`config.mk`:
```
export PLATFORM = sky130hd
export DESIGN_NAME = display_scan_controller_flat
export DESIGN_NICKNAME = d
export VERILOG_FILES = /design/src/rtl/display_pkg.sv /design/src/rtl/display_scan_controller_if.sv /design/src/rtl/tick_divider.sv /design/src/rtl/display_scan_controller.sv /design/src/flat_wrapper.sv
export SDC_FILE = /design/constraint.sdc
export NUM_CORES = 1
export LEC_CHECK = 0
export ABC_CLOCK_PERIOD_IN_PS = 2800
export BUFFER_PORTS_ARGS = -buffer_cell sky130_fd_sc_hd__buf_2
export CELL_PAD_IN_SITES_DETAIL_PLACEMENT = 0
export CELL_PAD_IN_SITES_GLOBAL_PLACEMENT = 1
export CORE_UTILIZATION = 48
export CTS_BUF_LIST = sky130_fd_sc_hd__clkbuf_8
export CTS_CLUSTER_DIAMETER = 80
export CTS_CLUSTER_SIZE = 25
export DETAILED_ROUTE_END_ITERATION = 8
export HOLD_SLACK_MARGIN = 0.05
export PLACE_DENSITY = 0.85
export SLEW_MARGIN = 25
export SYNTH_ARGS = -nofsm -noshare
export SYNTH_HDL_FRONTEND = slang
export SYNTH_HIERARCHICAL = 1
export SYNTH_SLANG_ARGS = --single-unit
```
`constraint.sdc`:
```
create_clock -name clk -period 2.8 [get_ports clk]
set_input_delay 0.56 -clock clk [delete_from_list [all_inputs] [get_ports clk]]
set_output_delay 0.56 -clock clk [all_outputs]
set_load 0.03 [all_outputs]
```
`src/rtl/display_pkg.sv`:
```
`timescale 1ns/1ps
`default_nettype none
// ============================================================================
//  Module   : display_pkg
//  Purpose  : Shared types and constants for the multiplexed 4-digit
//             seven-segment display path (scan controller, decoder, timebase).
//  Contents : NUM_DIGITS, LZ_DIGIT, digit_idx_t, bcd_t, nibble_sel()
//  Revision : 1.0 - initial release
// ============================================================================
package display_pkg;

  localparam int NUM_DIGITS = 4;
  // Hours-tens position, the only digit eligible for leading-zero blanking.
  localparam int LZ_DIGIT   = 3;

  typedef logic [1:0] digit_idx_t;
  typedef logic [3:0] bcd_t;

  // Pick nibble 'idx' out of a packed {d3,d2,d1,d0} word.
  function automatic bcd_t nibble_sel(input logic [NUM_DIGITS*4-1:0] word,
                                      input digit_idx_t              idx);
    return word[{idx, 2'b00} +: 4];
  endfunction

endpackage
`default_nettype wire

```
`src/rtl/display_scan_controller_if.sv`:
```
`timescale 1ns/1ps
`default_nettype none
// ============================================================================
//  Module   : display_scan_controller_if
//  Purpose  : Bundle between the timekeeping/alarm-set logic and the display
//             scan controller.
//  Ports    : master - drives digits_in, blink_mask, blink_en, lz_suppress;
//                      observes en, num, blank, frame_start, blink_phase
//             slave  - the scan controller (opposite directions)
//  Revision : 1.0 - initial release
// ============================================================================
interface display_scan_controller_if;
  import display_pkg::*;

  logic [NUM_DIGITS*4-1:0] digits_in;
  logic [NUM_DIGITS-1:0]   blink_mask;
  logic                    blink_en;
  logic                    lz_suppress;
  digit_idx_t              en;
  bcd_t                    num;
  logic                    blank;
  logic                    frame_start;
  logic                    blink_phase;

  modport master (
    output digits_in, blink_mask, blink_en, lz_suppress,
    input  en, num, blank, frame_start, blink_phase
  );

  modport slave (
    input  digits_in, blink_mask, blink_en, lz_suppress,
    output en, num, blank, frame_start, blink_phase
  );

endinterface
`default_nettype wire

```
`src/rtl/tick_divider.sv`:
```
`timescale 1ns/1ps
`default_nettype none
// ============================================================================
//  Module   : tick_divider
//  Purpose  : Free-running 0..DIV-1 prescaler producing a registered
//             one-cycle tick in the cycle where the count equals DIV-1.
//  Ports    : clk, rst_n (async active-low)
//             tick     - registered, high while count == DIV-1
//             pre_tick - combinational, high one cycle before tick, lets
//                        callers register companion pulses aligned to tick
//  Params   : DIV (>= 2)
//  Revision : 1.0 - initial release
// ============================================================================
module tick_divider #(
  parameter int DIV = 100000
) (
  input  logic clk,
  input  logic rst_n,
  output logic tick,
  output logic pre_tick
);

  localparam int             CW     = $clog2(DIV);
  localparam logic [CW-1:0]  C_LAST = CW'(DIV - 1);
  localparam logic [CW-1:0]  C_PRE  = CW'(DIV - 2);

  logic [CW-1:0] r_count;
  logic          r_tick;

  always_ff @(posedge clk or negedge rst_n) begin
    if (!rst_n) begin
      r_count <= '0;
      r_tick  <= 1'b0;
    end else begin
      r_count <= (r_count == C_LAST) ? '0 : r_count + CW'(1);
      r_tick  <= (r_count == C_PRE);
    end
  end

  assign tick     = r_tick;
  assign pre_tick = (r_count == C_PRE);

endmodule
`default_nettype wire

```
`src/rtl/display_scan_controller.sv`:
```
`timescale 1ns/1ps
`default_nettype none
// ============================================================================
//  Module   : display_scan_controller
//  Purpose  : Time-multiplexes four BCD digits onto the shared seven-segment
//             decoder. Digits are snapshotted once per frame so a frame never
//             mixes old and new values; supports per-digit blinking and
//             hours-tens leading-zero suppression.
//  Ports    : clk, rst_n (async active-low)
//             bus (slave): digits_in, blink_mask, blink_en, lz_suppress in;
//                          en, num, blank, frame_start, blink_phase out
//  Params   : SCAN_DIV (>= 2) clocks per digit slot,
//             BLINK_FRAMES (>= 1) frames per blink half-period
//  Revision : 1.0 - initial release
// ============================================================================
module display_scan_controller
  import display_pkg::*;
#(
  parameter int SCAN_DIV     = 100000,
  parameter int BLINK_FRAMES = 125
) (
  input  logic                        clk,
  input  logic                        rst_n,
  display_scan_controller_if.slave    bus
);

  localparam digit_idx_t    C_LAST_IDX = digit_idx_t'(NUM_DIGITS - 1);
  localparam digit_idx_t    C_LZ_IDX   = digit_idx_t'(LZ_DIGIT);
  localparam int            FCW        = (BLINK_FRAMES > 1) ? $clog2(BLINK_FRAMES) : 1;
  localparam logic [FCW-1:0] C_FR_LAST = FCW'(BLINK_FRAMES - 1);

  // --------------------------------------------------------------------------
  // Prescaler
  // --------------------------------------------------------------------------
  logic w_tick;
  logic w_pre_tick;

  tick_divider #(
    .DIV (SCAN_DIV)
  ) u_tick_divider (
    .clk      (clk),
    .rst_n    (rst_n),
    .tick     (w_tick),
    .pre_tick (w_pre_tick)
  );

  // --------------------------------------------------------------------------
  // State
  // --------------------------------------------------------------------------
  digit_idx_t              r_idx;
  logic [NUM_DIGITS*4-1:0] r_digits_snap;
  logic [NUM_DIGITS-1:0]   r_mask_snap;
  logic                    r_lz_snap;
  logic [FCW-1:0]          r_frame_cnt;
  digit_idx_t              r_en;
  bcd_t                    r_num;
  logic                    r_blank;
  logic                    r_frame_start;
  logic                    r_blink_phase;

  // --------------------------------------------------------------------------
  // Next-slot computation
  // --------------------------------------------------------------------------
  digit_idx_t              w_idx_next;
  logic                    w_wrap;
  logic [NUM_DIGITS*4-1:0] w_digits_view;
  logic [NUM_DIGITS-1:0]   w_mask_view;
  logic                    w_lz_view;
  logic [FCW-1:0]          w_cnt_next;
  logic                    w_phase_next;
  bcd_t                    w_num_next;
  logic                    w_blank_next;

  assign w_idx_next = r_idx + digit_idx_t'(1);
  assign w_wrap     = w_tick && (r_idx == C_LAST_IDX);

  // The wrap slot must already use the values being latched on this edge,
  // so bypass the snapshot registers on a wrap.
  assign w_digits_view = w_wrap ? bus.digits_in   : r_digits_snap;
  assign w_mask_view   = w_wrap ? bus.blink_mask  : r_mask_snap;
  assign w_lz_view     = w_wrap ? bus.lz_suppress : r_lz_snap;

  // frame_start is high exactly in the wrap tick cycle, so the blink counter
  // advances on the same edge that loads the new slot. The slot's blank is
  // computed from the updated phase so phase and blanking stay coherent.
  always_comb begin
    w_cnt_next   = r_frame_cnt;
    w_phase_next = r_blink_phase;
    if (!bus.blink_en) begin
      w_cnt_next   = '0;
      w_phase_next = 1'b0;
    end else if (r_frame_start) begin
      if (r_frame_cnt == C_FR_LAST) begin
        w_cnt_next   = '0;
        w_phase_next = ~r_blink_phase;
      end else begin
        w_cnt_next   = r_frame_cnt + FCW'(1);
      end
    end
  end

  assign w_num_next   = nibble_sel(w_digits_view, w_idx_next);
  assign w_blank_next = (bus.blink_en & w_phase_next & w_mask_view[w_idx_next])
                      | ((w_idx_next == C_LZ_IDX) & w_lz_view
                         & (nibble_sel(w_digits_view, C_LZ_IDX) == 4'd0));

  // --------------------------------------------------------------------------
  // Registers
  // --------------------------------------------------------------------------
  always_ff @(posedge clk or negedge rst_n) begin
    if (!rst_n) begin
      r_idx         <= C_LAST_IDX;   // first tick after reset is a wrap
      r_digits_snap <= '0;
      r_mask_snap   <= '0;
      r_lz_snap     <= 1'b0;
      r_frame_cnt   <= '0;
      r_en          <= '0;
      r_num         <= '0;
      r_blank       <= 1'b1;
      r_frame_start <= 1'b0;
      r_blink_phase <= 1'b0;
    end else begin
      r_frame_cnt   <= w_cnt_next;
      r_blink_phase <= w_phase_next;
      // Registered one cycle early so the pulse coincides with the wrap tick.
      r_frame_start <= w_pre_tick && (r_idx == C_LAST_IDX);
      if (w_tick) begin
        r_idx   <= w_idx_next;
        r_en    <= w_idx_next;
        r_num   <= w_num_next;
        r_blank <= w_blank_next;
      end
      if (w_wrap) begin
        r_digits_snap <= bus.digits_in;
        r_mask_snap   <= bus.blink_mask;
        r_lz_snap     <= bus.lz_suppress;
      end
    end
  end

  assign bus.en          = r_en;
  assign bus.num         = r_num;
  assign bus.blank       = r_blank;
  assign bus.frame_start = r_frame_start;
  assign bus.blink_phase = r_blink_phase;

endmodule
`default_nettype wire
```
`src/flat_wrapper.sv`:
```
// flat-port wrapper written by rule: the top's interface ports become plain ports
module display_scan_controller_flat import display_pkg::*;
#(
  parameter int SCAN_DIV     = 100000,
  parameter int BLINK_FRAMES = 125
)
  (clk, rst_n, bus_digits_in, bus_blink_mask, bus_blink_en, bus_lz_suppress, bus_en, bus_num, bus_blank, bus_frame_start, bus_blink_phase);
  display_scan_controller_if bus_i ();
  input  logic clk;
  input  logic rst_n;
  input wire logic [$bits(bus_i.digits_in)-1:0] bus_digits_in;
  input wire logic [$bits(bus_i.blink_mask)-1:0] bus_blink_mask;
  input wire logic [$bits(bus_i.blink_en)-1:0] bus_blink_en;
  input wire logic [$bits(bus_i.lz_suppress)-1:0] bus_lz_suppress;
  output wire logic [$bits(bus_i.en)-1:0] bus_en;
  output wire logic [$bits(bus_i.num)-1:0] bus_num;
  output wire logic [$bits(bus_i.blank)-1:0] bus_blank;
  output wire logic [$bits(bus_i.frame_start)-1:0] bus_frame_start;
  output wire logic [$bits(bus_i.blink_phase)-1:0] bus_blink_phase;
  assign bus_i.digits_in = bus_digits_in;
  assign bus_i.blink_mask = bus_blink_mask;
  assign bus_i.blink_en = bus_blink_en;
  assign bus_i.lz_suppress = bus_lz_suppress;
  assign bus_en = bus_i.en;
  assign bus_num = bus_i.num;
  assign bus_blank = bus_i.blank;
  assign bus_frame_start = bus_i.frame_start;
  assign bus_blink_phase = bus_i.blink_phase;
  display_scan_controller #(.SCAN_DIV(SCAN_DIV), .BLINK_FRAMES(BLINK_FRAMES)) u_core (.clk(clk), .rst_n(rst_n), .bus(bus_i));
endmodule
```
==> flow_metrics.tcl, run 1 <==
set metrics [dict create \
    status "complete, no violations" \
    synth_fp_nets 251 \
    htreeDepth 3 \
    synth-edff-count 0 \
    path_clk_slew_ns 0.08 \
    drv_cap 0 \
    cts.sinks 57 \
    final_nets 295 \
    synth-main-ff-cell "dfrtp_1" \
    synth.ff_latch_count 57 \
    synth_area_leaders "dfrtp_1, mux2_4, mux2_2" \
    min_period_over_period 0.807 \
    antenna_found_initial 0 \
    ios 33 \
    max_clock_freq_ghz 0.442 \
    worstReg2RegEnd "u_core/bus.num[3]$_DFFE_PN0P_" \
    cts_resized 0 \
    slew_headroom 0.580 \
    switchingPower_uw 396 \
    hold_class "input pin to asynchronous set/reset pin" \
    port_buffers 32 \
    p_int_uw 1380 \
    start_kind "flop" \
    via_per_inst 5.11 \
    crit_path_end_kind "flop" \
    p_clk_frac 0.486 \
    final_common_cell "dfrtp_1" \
    die_x_microns 77.5 \
    cts_tree "done" \
    grt_overflow_total 0 \
    avgSynthCellArea_sq_um 12.4 \
    drc 0 \
    synth_top_area_frac 0.494 \
    power_uw 1780 \
    place.gp.congestion 0.783 \
    swShare 0.222 \
    syn_area_sq_um 2740 \
    clock_tree.root_cell "clkbuf_8" \
    numCtsBuffers 9 \
    vias 1748 \
    core-area_sq_um 5510 \
    ff2ff_path_depth 6 \
    initial_core_util 0.497 \
    peakVddDrop_v 0.000333 \
    synthCells 221 \
    cts_setup_buffers 0 \
    placed_area_sq_um 2990 \
    rows 27 \
    p_leak_uw 0.00156 \
    ys_seq_area_frac 0.523 \
    cts_hold_buf 0 \
    grt_pass1_wl_microns 8640 \
    drtIter0Drc 72 \
    wirelength_microns 4860 \
    clk_latency_ns 0.35 \
    ant_nets 0 \
    cp.arrival_ns 2.48 \
    routedWlPerCell_microns 14.2 \
    n_antenna_cell 0 \
    synth.distinct_cells 43 \
    worstPathRequired_ns 3.02 \
    syn_to_final_growth_pct 17.7 \
    tightest_slew_ns 0.629 \
    p_comb_frac 0.040 \
    r2r_start "u_core/r_idx[1]$_DFFE_PN1P_" \
    layout-drive-gt1-share 0.337 \
    setup_tns_ns 0 \
    finalSetupViolCount 0 \
    slew_violations 0 \
    grt_pass1_vias 1820 \
    seq_power_share 0.474 \
    synth_top_cell_by_area "dfrtp_1" \
    dieHeight_microns 77.5 \
    yosys_warnings 6 \
    fin_area_sq_um 3220 \
    ctsLongestPathBuffers 2 \
    first_pass_iters 4 \
    hpwl_microns 3430 \
    grt_max_degree 30 \
    reg2reg_slack_ns 0.54 \
    critPathKind "flop to flop" \
    period_needed_ns 2.26 \
    cp_max_fo 22 \
    groute.usage.overall 0.193 \
    synth-async-reset-ratio 1.00 \
    mostFrequentLayoutCells "dfrtp_1, buf_2, nor2_1, inv_1, mux2_4" \
    hold_viol_final 0 \
    die_area_sq_um 6010 \
    fin_skew_ns 0.0153 \
    power.density_nw_per_um2 553 \
    rsz0062_at_grt "no" \
]
power by group through the flow:
stage	combinational, uW	clock, uW	sequential [uW]
after floorplan	31.3	0	858
after global placement	70.8	0	859
after detailed placement	72.5	0	859
after CTS	72.8	891	844
after global routing	79.7	925	845
final	70.7	865	844
cell type report:
type	count	area [sq um]
Sequential cell	57	1430
Clock inverter	7	103
Fill cell	471	2290
Inverter	14	52.6
Clock buffer	9	124
Multi-Input combinational cell	146	1220
Timing Repair Buffer	37	198
Tap cell	72	90.1
synth_stat cells (4+ instances only):
| cell type | n |
|---|---|
| inv_1 | 14 |
| nand4_1 | 7 |
| nand3_1 | 8 |
| xor2_1 | 10 |
| mux2i_1 | 4 |
| dfrtp_1 | 54 |
| nor2_1 | 22 |
| mux2_2 | 10 |
| nand2_1 | 11 |
| xnor2_1 | 10 |
| mux4_2 | 4 |
| nor3_1 | 4 |
| ha_1 | 6 |
| mux2_4 | 14 |
| o21ai_0 | 5 |
sequential cells by signal, indices dropped and copies added (netlist names):
register                       cells
u_core/bus.num                     4
u_core/r_idx                       2
u_core/bus.blink_phase             1
u_core/r_lz_snap                   1
u_core/u_tick_divider/tick         1
u_core/r_frame_cnt                 7
u_core/r_mask_snap                 4
u_core/bus.en                      2
u_core/r_digits_snap              16
u_core/u_tick_divider/r_count     17
u_core/bus.frame_start             1
u_core/bus.blank                   1
per-layer routing:
| metal | share of wire | vias up | routed length (microns) | track usage |
|---|---|---|---|---|
| met1 | 0.46 | 848 | 2250 | 0.237 |
| met2 | 0.48 | 25 | 2340 | 0.309 |
| met3 | 0.032 | 10 | 156 | 0.0459 |
| met5 | 0 | - | 0 | 0 |
| met4 | 0.023 | 0 | 114 | 0.113 |
| li1 | - | 865 | - | - |
worst max-delay path by stage:
stage,from,endpoint,slack [ns],cells after the start
finish,u_core/r_idx[1]$_DFFE_PN1P_,u_core/bus.num[3]$_DFFE_PN0P_,0.54,6
global route,u_core/r_idx[1]$_DFFE_PN1P_,u_core/bus.num[0]$_DFFE_PN0P_,0.45,6
CTS,u_core/r_idx[1]$_DFFE_PN1P_,u_core/bus.num[3]$_DFFE_PN0P_,0.53,6
detailed placement,u_core/r_idx[1]$_DFFE_PN1P_,u_core/bus.num[0]$_DFFE_PN0P_,0.53,6
global placement,u_core/r_idx[1]$_DFFE_PN1P_,u_core/bus.num[0]$_DFFE_PN0P_,0.59,6
floorplan,u_core/r_idx[0]$_DFFE_PN1P_,u_core/bus.num[3]$_DFFE_PN0P_,0.65,5
per-stage QoR:
step,hold slack [ns],cells,utilization,setup WS (ns)
after floorplan,0.264,221,-,0.651
after global placement,0.464,326,0.544,0.586
after detailed placement,0.475,326,0.544,0.531
after CTS,0.237,342,0.585,0.528
after global routing,0.259,342,0.585,0.455
final,0.219,342,0.585,0.540
critical path: stages, from the launching register on:
cell and delay [ns]:
dfstp_2 0.55, ha_1 0.20, nand2_2 0.07, buf_4 0.25, mux2_4 0.34, mux4_2 0.46, mux2_4 0.27
logic make-up (layout without fill, tap and decap cells):
| logic type | count (synthesis) | count (layout) | share of synthesized area |
|---|---|---|---|
| simple gates | 72 | 72 | 0.150 |
| flops | 57 | 57 | 0.523 |
| mux | 33 | 33 | 0.170 |
| xor+xnor | 20 | 20 | 0.0640 |
| buf+inv | 18 | 67 | 0.0302 |
| compound gates | 15 | 15 | 0.0361 |
| fa+ha+maj | 6 | 6 | 0.0274 |
Power figures use the tool's default switching activity.
==> inputs of run 2 (changes only) <==
ABC_CLOCK_PERIOD_IN_PS = 2029   (was 2800)
CORE_UTILIZATION = 44   (was 48)
PLACE_DENSITY = 0.82   (was 0.85)
clock period = 2.03 ns   (was 2.8 ns; I/O delays follow)
==> run 2 against run 1 <==
Compared with the run above: the run now ends with negative setup slack left; via count increased by 6.6%; critical path type unchanged; count of clock-buffer cells in the layout did not move; largest cell class unchanged; setup slack got worse by 0.58 ns; sequential share of layout area down 2.2 points; cell count rose by 3.8%; non-clock buffer count rose by 9; global-route usage down 1.2 points; first-iteration DRC count increased by 13%; final area is 5.1% higher; highest routed layer unchanged.
==> flow_metrics.tcl, run 2 (same netlist as run 1, synthesis figures left out) <==
set metrics [dict create \
    largest_reg_flops 17 \
    final_common_cell "dfrtp_1" \
    via_per_inst 5.25 \
    worstPathRequired_ns 2.26 \
    grt_overflow_total 0 \
    first_pass_iters 4 \
    slew_headroom 0.670 \
    period_needed_ns 2.07 \
    drv_cap 0 \
    path_clk_slew_ns 0.07 \
    drt-met1-wl_microns 2500 \
    core-area_sq_um 5960 \
    htreeDepth 3 \
    cts_hold_buf 0 \
    finalSetupViolCount 4 \
    hold_class "input pin to asynchronous set/reset pin" \
    grt_pass1_wl_microns 8630 \
    groute.usage.overall 0.180 \
    n_antenna_cell 0 \
    route.top_layer_used "met4" \
    numCtsBuffers 9 \
    reg.largest.list "u_core/u_tick_divider/r_count: 17 flops, u_core/r_digits_snap: 16 flops, u_core/r_frame_cnt: 7 flops" \
    die_area_sq_um 6540 \
    clock_tree.root_cell "clkbuf_8" \
    port_buffers 32 \
    drtIter0Drc 81 \
    mostFrequentLayoutCells "dfrtp_1, buf_2, nor2_1, mux2_4, inv_1" \
    cts_tree "done" \
    clk_latency_ns 0.34 \
    critPathKind "flop to flop" \
    layout-drive-gt1-share 0.368 \
    grt_max_degree 58 \
    hpwl_microns 3510 \
    vias 1863 \
    drc 0 \
    worstReg2RegEnd "u_core/bus.num[0]$_DFFE_PN0P_" \
    antenna_found_initial 0 \
    cts.sinks 57 \
    wirelength_microns 5270 \
    initial_core_util 0.459 \
    max_clock_freq_ghz 0.482 \
    syn_to_final_growth_pct 23.7 \
    start_kind "flop" \
    min_period_over_period 1.02 \
    crit_path_end_kind "flop" \
    slew_violations 0 \
    num-fill-cells 510 \
    reg2reg_slack_ns -0.04 \
    ff2ff_path_depth 5 \
    place_inst 336 \
    rows 28 \
    cp_max_fo 10 \
    power_uw 2660 \
    register_area_sq_um 1430 \
    final.setup.worst_slack_ns -0.0448 \
    failed_checks "negative setup slack" \
    multi_input_area_sq_um 1270 \
    final_nets 305 \
    status "finished with violations" \
    wl_met2_microns 2450 \
    ios 33 \
    p_leak_uw 0.00163 \
    hold_ws_ns 0.0474 \
    power.density_nw_per_um2 787 \
    dieHeight_microns 80.9 \
    ant_nets 0 \
    tightest_slew_ns 0.490 \
    rsz0062_at_grt "yes" \
    routedWlPerCell_microns 14.8 \
    final_cells 355 \
    peakVddDrop_v 0.000481 \
    ctsLongestPathBuffers 2 \
    fin_skew_ns 0.00859 \
    cp.arrival_ns 2.30 \
    dr_wl_met3_microns 230 \
    die_x_microns 80.9 \
    r2r_start "u_core/r_idx[0]$_DFFE_PN1P_" \
    grt_pass1_vias 1765 \
    hold_viol_final 0 \
    max_flop_register "u_core/u_tick_divider/r_count" \
    place.gp.congestion 0.785 \
]
## run 2: timing repair
item | 4_1_cts | 5_1_grt
pin swaps | 0 | 1
gates resized for setup | 1 | 4
setup buffers | 0 | 2
endpoints found under the setup margin | 5 | 5
cloned | 1 | 0
## run 2: how the worst max path moves through the flow
| stage | cells past startpoint | slack (ns) | endpoint | startpoint |
|---|---|---|---|---|
| 2_1_floorplan | 6 | 0.001 | u_core/bus.num[3]$_DFFE_PN0P_ | u_core/r_idx[1]$_DFFE_PN1P_ |
| 3_3_place_gp | 5 | -0.06 | u_core/bus.num[0]$_DFFE_PN0P_ | u_core/r_idx[0]$_DFFE_PN1P_ |
| 3_5_place_dp | 5 | -0.10 | u_core/bus.num[1]$_DFFE_PN0P_ | u_core/r_idx[0]$_DFFE_PN1P_ |
| 4_1_cts | 5 | -0.03 | u_core/bus.num[0]$_DFFE_PN0P_ | u_core/r_idx[0]$_DFFE_PN1P_ |
| 5_1_grt | 5 | -0.09 | u_core/bus.num[0]$_DFFE_PN0P_ | u_core/r_idx[1]$_DFFE_PN1P_ |
| 6_report | 5 | -0.04 | u_core/bus.num[0]$_DFFE_PN0P_ | u_core/r_idx[0]$_DFFE_PN1P_ |
## run 2: final cells by class
cell class	count	area share
Clock inverter	7	0.0395
Tap cell	75	0.0277
Inverter	14	0.0155
Sequential cell	57	0.422
Timing Repair Buffer	46	0.0820
Multi-Input combinational cell	147	0.376
Clock buffer	9	0.0366
## run 2: power by group
part | total [uW] | switching [uW] | leakage (uW) | internal [uW]
Clock | 1400 | 467 | 0.000134 | 931
Sequential | 1170 | 8.40 | 0.000723 | 1160
Combinational | 100 | 48.2 | 0.000773 | 52.1
Total | 2660 | 523 | 0.00163 | 2140
## run 2: routing by layer
metal  track usage  vias to the layer above
li1              -                      893
met1         0.240                      921
met2         0.266                       42
met3        0.0494                        7
met4        0.0982                        0
met5             0                        -
## run 2: worst max-delay path, cell delays in order (launching register included)
cell and delay, ns:
dfstp_2 0.56, ha_4 0.21, nand2_8 0.12, mux2_4 0.33, mux4_2 0.48, mux2_4 0.27
## run 2: stage by stage
stage	TNS, ns	worst slack (ns)	cell area (sq um)	util
floorplan	0	0.00142	2760	-
global placement	-0.246	-0.0596	3080	0.517
detailed placement	-0.446	-0.104	3080	0.517
CTS	-0.0837	-0.0295	3360	0.564
global route	-0.313	-0.0864	3390	0.568
finish	-0.129	-0.0448	3390	0.568
==> inputs of run 3 (changes only) <==
SYNTH_HIERARCHICAL = unset   (was 1)
==> run 3 against run 2 <==
Compared with the run above: the flow still finishes with violations (negative setup slack); non-clock buffer count is 4 higher; via count is 1.3% higher; clock skew is 0.0045 ns higher; combinational power up 7%; cell count rose by 0.85%; register-to-register slack lost 0.02 ns; hold slack gained 0.27 ns; largest cell class unchanged.
==> flow_metrics.tcl, run 3 <==
set metrics [dict create \
    tightest_slew_ns 0.536 \
    slew_headroom 0.633 \
    hpwl_microns 3760 \
    route.top_layer_used "met4" \
    clock_tree.root_cell "clkbuf_8" \
    final_nets 308 \
    min_from "bus_digits_in[1]" \
    seq_power_share 0.525 \
    p_comb_frac 0.048 \
    failed_checks "negative setup slack" \
    via_per_inst 5.27 \
    crit_chain "ha_4 -> nand2_8 -> mux2_4 -> mux4_2 -> mux2_4" \
    first_pass_iters 7 \
    hold_class "input pin to flop" \
    synth_area_leaders "dfrtp_1, mux2_4, mux2_2" \
    synth_top_area_frac 0.497 \
    grt_max_degree 39 \
    initial_core_util 0.456 \
    ctsLongestPathBuffers 2 \
    status "finished with violations" \
    min_to "u_core.r_digits_snap[1]$_DFF_PN0_" \
    cts.sinks 57 \
    dieHeight_microns 80.6 \
    synth_top_cell_by_area "dfrtp_1" \
    peakVddDrop_v 0.000531 \
    synth_common_cells "dfrtp_1, nor2_1, mux2_2" \
    muxShareOfSynthArea 0.173 \
    ant_nets 0 \
    worstReg2RegEnd "u_core.bus.num[0]$_DFFE_PN0P_" \
    period_needed_ns 2.10 \
    crit_path_end_kind "flop" \
    grt_pass1_wl_microns 9340 \
    grt_pass1_vias 1905 \
    swShare 0.231 \
    synth-main-ff-cell "dfrtp_1" \
    fin_skew_ns 0.0131 \
    worstSetupPathDepth 5 \
    vias 1887 \
    die_area_sq_um 6490 \
    ys_seq_area_frac 0.526 \
    synth_top_family_by_area "multiplexers" \
    drc 0 \
    crit_path_frequent_cell "mux2_4" \
    worstPathRequired_ns 2.25 \
    mostFrequentLayoutCells "dfrtp_1, buf_2, nor2_1, mux2_4, inv_1" \
    cp.arrival_ns 2.31 \
    groute.usage.overall 0.200 \
    largest_reg_flops 17 \
    start_kind "flop" \
    min_period_over_period 1.03 \
    final_cells 358 \
    final_common_cell "dfrtp_1" \
    slew_violations 0 \
    ios 33 \
    core-area_sq_um 5960 \
    final.setup.worst_slack_ns -0.0671 \
    reg2reg_slack_ns -0.07 \
    synth_fp_nets 252 \
    yosys_warnings 0 \
    die_x_microns 80.6 \
    wirelength_microns 5700 \
    critPathKind "flop to flop" \
    path_clk_slew_ns 0.07 \
    rows 28 \
    hold_path_depth 2 \
    htreeDepth 3 \
    setup_tns_ns -0.225 \
    rsz0062_at_grt "yes" \
    cp_max_fo 5 \
    max_clock_freq_ghz 0.477 \
    wl_met2_microns 2780 \
    synth_xor_area_frac 0.0612 \
    switchingPower_uw 512 \
    layout-drive-gt1-share 0.364 \
    n_antenna_cell 0 \
    dr_wl_met3_microns 257 \
    synthAdderAreaFrac 0.0276 \
    synth.ff_latch_count 57 \
    synth.most_common_cell "dfrtp_1" \
    syn_area_sq_um 2720 \
    clk_latency_ns 0.34 \
    power.density_nw_per_um2 663 \
    cpMaxStageDelayCell "dfstp_2" \
    slowest_delay_ns 0.56 \
    port_buffers 32 \
    place_inst 332 \
    cpLargestDelayFamily "multiplexers" \
    critical_path_buf_inv_count 0 \
    finalSetupViolCount 4 \
    synth.distinct_cells 42 \
    synth-compound-area-share 0.0511 \
    synth-async-reset-ratio 1.00 \
    hold_viol_final 0 \
    syn_to_final_growth_pct 23.3 \
    yosys.area_share.simple 0.131 \
    max_flop_register "u_core.u_tick_divider.r_count" \
    p_int_uw 1710 \
    numCtsBuffers 9 \
    reg.largest.list "u_core.u_tick_divider.r_count: 17 flops, u_core.r_digits_snap: 16 flops, u_core.r_frame_cnt: 7 flops" \
    drtIter0Drc 74 \
    num-fill-cells 528 \
    grt_overflow_total 0 \
    place.gp.congestion 0.741 \
    avgSynthCellArea_sq_um 12.2 \
    drt-met1-wl_microns 2590 \
    cts_tree "done" \
    routedWlPerCell_microns 15.9 \
    r2r_start "u_core.r_idx[0]$_DFFE_PN1P_" \
    ff2ff_path_depth 5 \
    antenna_found_initial 0 \
    synth-edff-count 0 \
    p_leak_uw 0.00160 \
    drv_cap 0 \
    synthCells 222 \
    p_clk_frac 0.427 \
]
run 3: area by class of cell:
class	instances	area, sq um	share of cell area
flip-flops and latches	57	1430	0.427
clock inverters	5	23.8	0.00709
inverters	11	41.3	0.0123
repair buffers	50	322	0.0960
well taps	75	93.8	0.0280
clock buffers	11	151	0.0452
multi-input cells	149	1290	0.385
run 3: cells by family after synthesis:
family	Yosys count
simple gates	68
flops	57
mux	34
compound gates	20
xor+xnor	19
buf+inv	18
fa+ha+maj	6
run 3: power groups by stage:
stage | Sequential (uW) | Combinational [uW] | Clock [uW]
floorplan | 1180 | 42.3 | 0
global placement | 1190 | 98.2 | 0
detailed placement | 1190 | 101 | 0
CTS | 1170 | 107 | 967
global route | 1170 | 120 | 1020
finish | 1170 | 107 | 947
run 3: through the flow:
stage                     setup WS, ns  area [sq um]  total power [uW]  hold slack (ns)   util
after floorplan                -0.0129          2760              1230            0.110      -
after global placement         -0.0338          3040              1280            0.386  0.510
after detailed placement       -0.0973          3040              1290            0.386  0.510
after CTS                      -0.0352          3330              2240            0.293  0.559
after global routing            -0.103          3350              2310            0.302  0.563
final                          -0.0671          3350              2220            0.314  0.563
run 3: worst max-delay path by stage:
| stage | start | end | slack (ns) |
|---|---|---|---|
| after floorplan | u_core.r_idx[0]$_DFFE_PN1P_ | u_core.bus.num[1]$_DFFE_PN0P_ | -0.01 |
| after global placement | u_core.r_idx[0]$_DFFE_PN1P_ | u_core.bus.num[0]$_DFFE_PN0P_ | -0.03 |
| after detailed placement | u_core.r_idx[0]$_DFFE_PN1P_ | u_core.bus.num[0]$_DFFE_PN0P_ | -0.1 |
| after CTS | u_core.r_idx[1]$_DFFE_PN1P_ | u_core.bus.num[0]$_DFFE_PN0P_ | -0.04 |
| after global routing | u_core.r_idx[0]$_DFFE_PN1P_ | u_core.bus.num[1]$_DFFE_PN0P_ | -0.10 |
| final | u_core.r_idx[0]$_DFFE_PN1P_ | u_core.bus.num[0]$_DFFE_PN0P_ | -0.07 |
run 3: timing repair:
item / 4_1_cts / 5_1_grt
setup buffers: 6 / 1
endpoints found under the hold margin: 18 / 0
hold buffers: 1 / 0
gates cloned: 2 / 0
endpoints found under the setup margin: 4 / 5
gates resized for setup: 9 / 2
pin swaps: 1 / 1
run 3: per-layer routing:
layer  up-vias  global-route usage
met5         -                   0
met3         7              0.0659
met4         0              0.0750
met2        37               0.309
met1       937               0.260
li1        906                   -
run 3: worst register-to-register path: cells and delay by family (launching register included):
family	cells	cell delay, ns
and+or+nand+nor	1	0.10
DFF	1	0.56
muxes	3	1.08
adders and majority gates	1	0.25
